File: src/rtl/tron_pkg.sv
// ---------------------------------------------------------------------------
// tron_pkg
// Shared definitions for the light-cycle game: the game-state encoding driven
// by the game state machine, the scorer's internal FSM states, default game
// parameters and a saturating score increment helper.
// ---------------------------------------------------------------------------
package tron_pkg;

    // Encoding of the Game_State bus produced by the game state machine.
    typedef enum logic [2:0] {
        GS_MENU          = 3'd0,
        GS_ROUND_PAUSED  = 3'd1,
        GS_ROUND_STARTED = 3'd2,
        GS_BLUE_WINS     = 3'd3,
        GS_RED_WINS      = 3'd4
    } game_state_e;

    // Round wins needed to take the game.
    localparam int WIN_SCORE_DEFAULT   = 3;

    // Frames the arena stays frozen after a crash.
    localparam int HOLD_FRAMES_DEFAULT = 60;

    // Round scorer states.
    typedef enum logic [1:0] {
        SC_IDLE,
        SC_PLAY,
        SC_HOLD,
        SC_END
    } scorer_state_e;

    // Increment a score but never pass the limit, so a score cannot wrap.
    function automatic logic [1:0] sat_inc(input logic [1:0] value,
                                           input logic [1:0] limit);
        return (value >= limit) ? value : value + 2'd1;
    endfunction

endpackage

File: src/rtl/round_hold_timer.sv
// ---------------------------------------------------------------------------
// round_hold_timer
// Frame-counted down-counter used to freeze the arena after a crash.
//
// Ports:
//   clk_i        - system clock
//   rst_ni       - asynchronous active-low reset (clears the count)
//   load_i       - load HOLD_FRAMES into the counter (takes priority)
//   frame_tick_i - one-cycle pulse per video frame; decrements the count
//   done_o       - high while the count is zero
// ---------------------------------------------------------------------------
module round_hold_timer #(
    parameter int HOLD_FRAMES = 60
) (
    input  logic clk_i,
    input  logic rst_ni,
    input  logic load_i,
    input  logic frame_tick_i,
    output logic done_o
);

    localparam logic [7:0] LOAD_VALUE = 8'(HOLD_FRAMES);

    logic [7:0] count_q;
    logic [7:0] count_d;

    // Load wins over a coincident tick; the count rests at zero rather than
    // wrapping if ticks keep arriving.
    always_comb begin
        count_d = count_q;
        if (load_i) begin
            count_d = LOAD_VALUE;
        end else if (frame_tick_i && (count_q != 8'd0)) begin
            count_d = count_q - 8'd1;
        end
    end

    always_ff @(posedge clk_i or negedge rst_ni) begin
        if (!rst_ni) begin
            count_q <= 8'd0;
        end else begin
            count_q <= count_d;
        end
    end

    assign done_o = (count_q == 8'd0);

endmodule

File: src/rtl/round_scorer.sv
// ---------------------------------------------------------------------------
// round_scorer
// Watches the two bikes during a round, awards round wins, freezes the arena
// for a number of frames after a crash, then either declares the game winner
// or asks the game state machine to start a fresh round.
//
// Ports:
//   Clk         - system clock, rising edge
//   Reset_n     - asynchronous active-low reset
//   Game_State  - current game state (see tron_pkg::game_state_e)
//   frame_tick  - one-cycle pulse per video frame
//   Blue_Crash  - blue bike hit a trail or wall this cycle
//   Red_Crash   - red bike hit a trail or wall this cycle
//   Score_B     - blue round wins
//   Score_R     - red round wins
//   Blue_W      - blue has won the game (held while the round state lasts)
//   Red_W       - red has won the game (held while the round state lasts)
//   Reset_Round - one-cycle pulse: round over, game continues
//   Freeze      - bike motion halted during the post-crash hold
// ---------------------------------------------------------------------------
module round_scorer
    import tron_pkg::*;
#(
    parameter int WIN_SCORE   = WIN_SCORE_DEFAULT,
    parameter int HOLD_FRAMES = HOLD_FRAMES_DEFAULT
) (
    input  logic       Clk,
    input  logic       Reset_n,
    input  logic [2:0] Game_State,
    input  logic       frame_tick,
    input  logic       Blue_Crash,
    input  logic       Red_Crash,
    output logic [1:0] Score_B,
    output logic [1:0] Score_R,
    output logic       Blue_W,
    output logic       Red_W,
    output logic       Reset_Round,
    output logic       Freeze
);

    localparam logic [1:0] WIN = 2'(WIN_SCORE);

    scorer_state_e state_q, state_d;
    logic [1:0]    score_b_q, score_b_d;
    logic [1:0]    score_r_q, score_r_d;
    logic          blue_w_q, blue_w_d;
    logic          red_w_q, red_w_d;
    logic          reset_round_q, reset_round_d;
    logic          freeze_q, freeze_d;

    logic          hold_load;
    logic          hold_done;
    logic          round_started;

    assign round_started = (Game_State == GS_ROUND_STARTED);

    round_hold_timer #(
        .HOLD_FRAMES (HOLD_FRAMES)
    ) u_hold_timer (
        .clk_i        (Clk),
        .rst_ni       (Reset_n),
        .load_i       (hold_load),
        .frame_tick_i (frame_tick),
        .done_o       (hold_done)
    );

    // Next-state and next-output logic. Leaving the round-started state
    // overrides everything: the FSM drops to IDLE, which also releases the
    // freeze and silently discards any pending round result. A declared
    // winner blocks IDLE->PLAY so no further round is scored until the game
    // state machine moves on to its win state.
    always_comb begin
        state_d       = state_q;
        score_b_d     = score_b_q;
        score_r_d     = score_r_q;
        blue_w_d      = blue_w_q & round_started;
        red_w_d       = red_w_q & round_started;
        reset_round_d = 1'b0;
        hold_load     = 1'b0;

        if (!round_started) begin
            state_d = SC_IDLE;
        end else begin
            case (state_q)
                SC_IDLE: begin
                    if (!blue_w_q && !red_w_q) begin
                        state_d = SC_PLAY;
                    end
                end
                SC_PLAY: begin
                    if (Blue_Crash || Red_Crash) begin
                        state_d   = SC_HOLD;
                        hold_load = 1'b1;
                        // A crash scores for the opponent; a double crash
                        // is a draw.
                        if (Blue_Crash && !Red_Crash) begin
                            score_r_d = sat_inc(score_r_q, WIN);
                        end else if (Red_Crash && !Blue_Crash) begin
                            score_b_d = sat_inc(score_b_q, WIN);
                        end
                    end
                end
                SC_HOLD: begin
                    if (hold_done) begin
                        state_d = SC_END;
                    end
                end
                SC_END: begin
                    state_d = SC_IDLE;
                    if (score_b_q == WIN) begin
                        blue_w_d = 1'b1;
                    end else if (score_r_q == WIN) begin
                        red_w_d = 1'b1;
                    end else begin
                        reset_round_d = 1'b1;
                    end
                end
                default: begin
                    state_d = SC_IDLE;
                end
            endcase
        end

        if (Game_State == GS_MENU) begin
            score_b_d = 2'd0;
            score_r_d = 2'd0;
        end

        freeze_d = (state_d == SC_HOLD);
    end

    // State and registered outputs.
    always_ff @(posedge Clk or negedge Reset_n) begin
        if (!Reset_n) begin
            state_q       <= SC_IDLE;
            score_b_q     <= 2'd0;
            score_r_q     <= 2'd0;
            blue_w_q      <= 1'b0;
            red_w_q       <= 1'b0;
            reset_round_q <= 1'b0;
            freeze_q      <= 1'b0;
        end else begin
            state_q       <= state_d;
            score_b_q     <= score_b_d;
            score_r_q     <= score_r_d;
            blue_w_q      <= blue_w_d;
            red_w_q       <= red_w_d;
            reset_round_q <= reset_round_d;
            freeze_q      <= freeze_d;
        end
    end

    assign Score_B     = score_b_q;
    assign Score_R     = score_r_q;
    assign Blue_W      = blue_w_q;
    assign Red_W       = red_w_q;
    assign Reset_Round = reset_round_q;
    assign Freeze      = freeze_q;

endmodule

File: config.mk
export PLATFORM = sky130hd
export DESIGN_NAME = round_scorer
export DESIGN_NICKNAME = d
export VERILOG_FILES = /design/src/rtl/tron_pkg.sv /design/src/rtl/round_hold_timer.sv /design/src/rtl/round_scorer.sv
export SDC_FILE = /design/constraint.sdc
export NUM_CORES = 1
export LEC_CHECK = 0
export CAP_MARGIN = 5
export CELL_PAD_IN_SITES_DETAIL_PLACEMENT = 1
export CELL_PAD_IN_SITES_GLOBAL_PLACEMENT = 1
export CORE_AREA = 4 4 70 72
export CTS_CLUSTER_SIZE = 20
export DETAILED_ROUTE_END_ITERATION = 8
export DIE_AREA = 0 0 74 76
export PLACE_DENSITY = 0.55
export SYNTH_ARGS = -nofsm -noshare
export SYNTH_HDL_FRONTEND = slang
export SYNTH_SLANG_ARGS = --single-unit
export TNS_END_PERCENT = 30
File: constraint.sdc
create_clock -name Clk -period 1.95 [get_ports Clk]
set_input_delay 0.39 -clock Clk [delete_from_list [all_inputs] [get_ports Clk]]
set_output_delay 0.39 -clock Clk [all_outputs]
set_load 0.01 [all_outputs]
==> key figures <==
Run status
  – Result of the run: complete, no violations

Synthesis
  – Post-synthesis sequential area ratio: between 40% and 50%
  – Synthesized instance count: ~110
  – Synth Net Count: roughly 120
  – Count of cell types in the netlist: 35
  – Syn Area/Cell: between 9 and 10 um2
  – Post-synthesis async set-or-reset flop share: 100.0%
  – Number of synthesized flops with an enable pin: 0
  – Yosys reg bits: 18
  – Post-Syn Area: 0.001036 mm2
  – Most used DFF post-synth: dfrtp_1
  – Yosys warns: 0

Floorplanning
  – Initial Util: 24.13%
  – Die Area: 0.005624 mm2
  – IO Pins: 16
  – # rows: 24
  – Core Area: between 0.004 and 0.005 mm2
  – Chip width: approximately 74 um
  – Die Height: 76 um

Routing
  – DRC Markers: 0
  – Routed len/inst: 15.27 um
  – Total Wirelength: 2810 um
  – Via Count: 963
  – TritonRoute pass-1 iters: 6
  – Vias per cell: ~5.2
  – Antenna Nets Post-Route: 0
  – Initial drt markers: 29

Cells and area
  – Area grow syn2layout: 33.33%
  – Share of cells above drive strength 1: a little over a fifth
  – FF+latch area: approximately 450 um2
  – Ant. Diodes: 0
  – Layout net count: around 150
  – Multi-input logic area: ~550 um2
  – Fillcell total: slightly below 500
  – Most frequent cells in the layout: dfrtp_1 (18), clkdlybuf4s50_1 (15), buf_4 (14)
  – Commonest non-fill, non-tap cell in the layout: dfrtp_1

Global route
  – Global route total overflow: 0
  – Vias in the first global route: around 1200
  – Initial antenna violation count: 0
  – First-pass GRT wire length: roughly 5300 um
  – GRT Util Overall: a little under an eighth
  – Largest net degree at the start of global routing: 19

Critical path
  – Crit path launch type: flip-flop
  – Worst-path cell chain: inv_2, ha_1, or3b_4, or3_1, o311a_1
  – Worst Setup End Kind: flip-flop
  – Worst path max stage delay: roughly 0.40 ns
  – CP Max Fanout: 4
  – Critical Path AT: 1.97 ns
  – Crit path buf inv count: 1
  – Kind of critical path: reg2reg
  – WP data required: 2.09 ns
  – Crit-path slowest cell: dfrtp_1
  – Crit-path leading delay family: simple AND/OR/NAND/NOR gates

STA
  – Tcrit/Tclk final: between 90% and 100%
  – Worst Tran Pin Value: about 0.66 ns
  – Final WS setup: 0.1144 ns
  – RSZ-0062 raised after global routing: false
  – Final Hold Violating Endpoints: 0
  – Fmax: between 500 and 600 MHz
  – Slew headroom: between 50% and 60%
  – Hold Slack: between 0.4 and 0.5 ns
  – Min cycle time layout: roughly 1.8 ns
  – # setup viols final: 0
  – Slew Limit Fails: 0
  – Final setup TNS: 0 ns
  – Clock skew: approximately 0.0019 ns

Clock network
  – Sink Count: 18
  – Number of buffers created by CTS: 3
  – Post-CTS Setup Bufs: 0
  – Clock transition at the registers of the reported paths: around 0.07 ns
  – Clk buf depth: 2
  – # H-tree levels: 1
  – Worst-skew pair later-pin latency: ~0.25 ns
  – CTS tree: done
  – Root Buffer: clkbuf_8

Placement
  – Routability Congestion: approximately 0.77
  – Setup WS pre-CTS: -0.1583 ns
  – Buffers on Ports: 15
  – Hpwl dp: between 2000 and 2500 um

Hold path
  – HP Class: in2async

Run
  – Max-cap violations: 0

Power
  – Maximum vdd ir drop: between 0.2 and 0.25 mV
  – LEAKAGE: 0.5524 nW
  – Power per cell area: ~940 mW/mm2
  – Final Power: ~1.3 mW
flip-flops by register name (all words and copies together), names as in the netlist:
signal and count:
Score_R 2, Freeze 1, Blue_W 1, Red_W 1, u_hold_timer.count_q 8, Score_B 2
Reset_Round 1, state_q 2
cells in the mapped netlist, types with 3 or more instances:
| cell type | instances | share of area, % |
|---|---|---|
| dfrtp_1 | 18 | 43 |
| a21oi_1 | 6 | 2.9 |
| nor2_1 | 6 | 2.2 |
| clkbuf_1 | 5 | 1.8 |
| nand2_1 | 5 | 1.8 |
| or4_1 | 5 | 3.6 |
| a31oi_1 | 4 | 2.4 |
| ha_1 | 4 | 4.8 |
| inv_1 | 4 | 1.4 |
| nand2b_1 | 4 | 2.4 |
| o31ai_1 | 4 | 2.9 |
| nor4_1 | 3 | 1.8 |
| o211ai_1 | 3 | 2.2 |
| o21ai_0 | 3 | 1.4 |
worst paths after layout:
| check | from | endpoint | slack, ns | depth (start not counted) |
|---|---|---|---|---|
| setup / recovery | u_hold_timer.count_q[1] | Freeze | 0.11 | 5 |
| hold reg to reg | u_hold_timer.count_q[5] | u_hold_timer.count_q[5] | 0.54 | 1 |
| setup reg to reg | u_hold_timer.count_q[1] | Freeze | 0.11 | 5 |
| hold / removal | Reset_n | u_hold_timer.count_q[4] | 0.47 | 2 |
| min in group Clk | u_hold_timer.count_q[5] | u_hold_timer.count_q[5] | 0.54 | 1 |
| max in group asynchronous | Reset_n | Red_W | 1.28 | 2 |
layout make-up:
class | count | share of cell area (%)
tap | 52 | 4.710
timing repair buffer | 29 | 18.48
multi-input combinational | 78 | 40.13
inverter | 4 | 1.087
clock buffer | 3 | 2.989
sequential | 18 | 32.61
power by group:
| group | total (mW) | internal, mW | leakage (nW) | switching (mW) |
|---|---|---|---|---|
| registers | 0.584 | 0.468 | 0.228 | 0.116 |
| logic | 0.461 | 0.247 | 0.302 | 0.215 |
| clock network | 0.258 | 0.137 | 0.0216 | 0.121 |
kinds of logic after synthesis:
group,Yosys count,synth area share (%)
compound gates,31,21.74
fa+ha+maj,4,4.831
simple gates,41,24.52
flops,18,43.48
buf+inv,9,3.261
mux,2,2.174
per-stage QoR:
step,util (%),std cells,cell area [um2]
CTS,32.11,184,1379
global placement,31.15,181,1338
finish,32.17,184,1381
global route,32.17,184,1381
detailed placement,31.15,181,1338
floorplan,-,105,1036
repair_timing:
item | in CTS | in global routing
gates resized for setup | 0 | 2
hold buffers | 0 | 0
endpoints found under the setup margin | 0 | 2
worst register-to-register path, cell delays in order (launching register included):
cell	delay (ns)
dfrtp_1	0.40
inv_2	0.07
ha_1	0.15
or3b_4	0.40
or3_1	0.37
o311a_1	0.33
per-layer routing:
layer | routed length [um] | track usage, %
met3 | 97 | 2.902
met5 | 0 | 0
met1 | 1324 | 15.51
met2 | 1380 | 19.24
met4 | 8 | 1.630
Note: power is estimated with default switching activity, not from simulation.
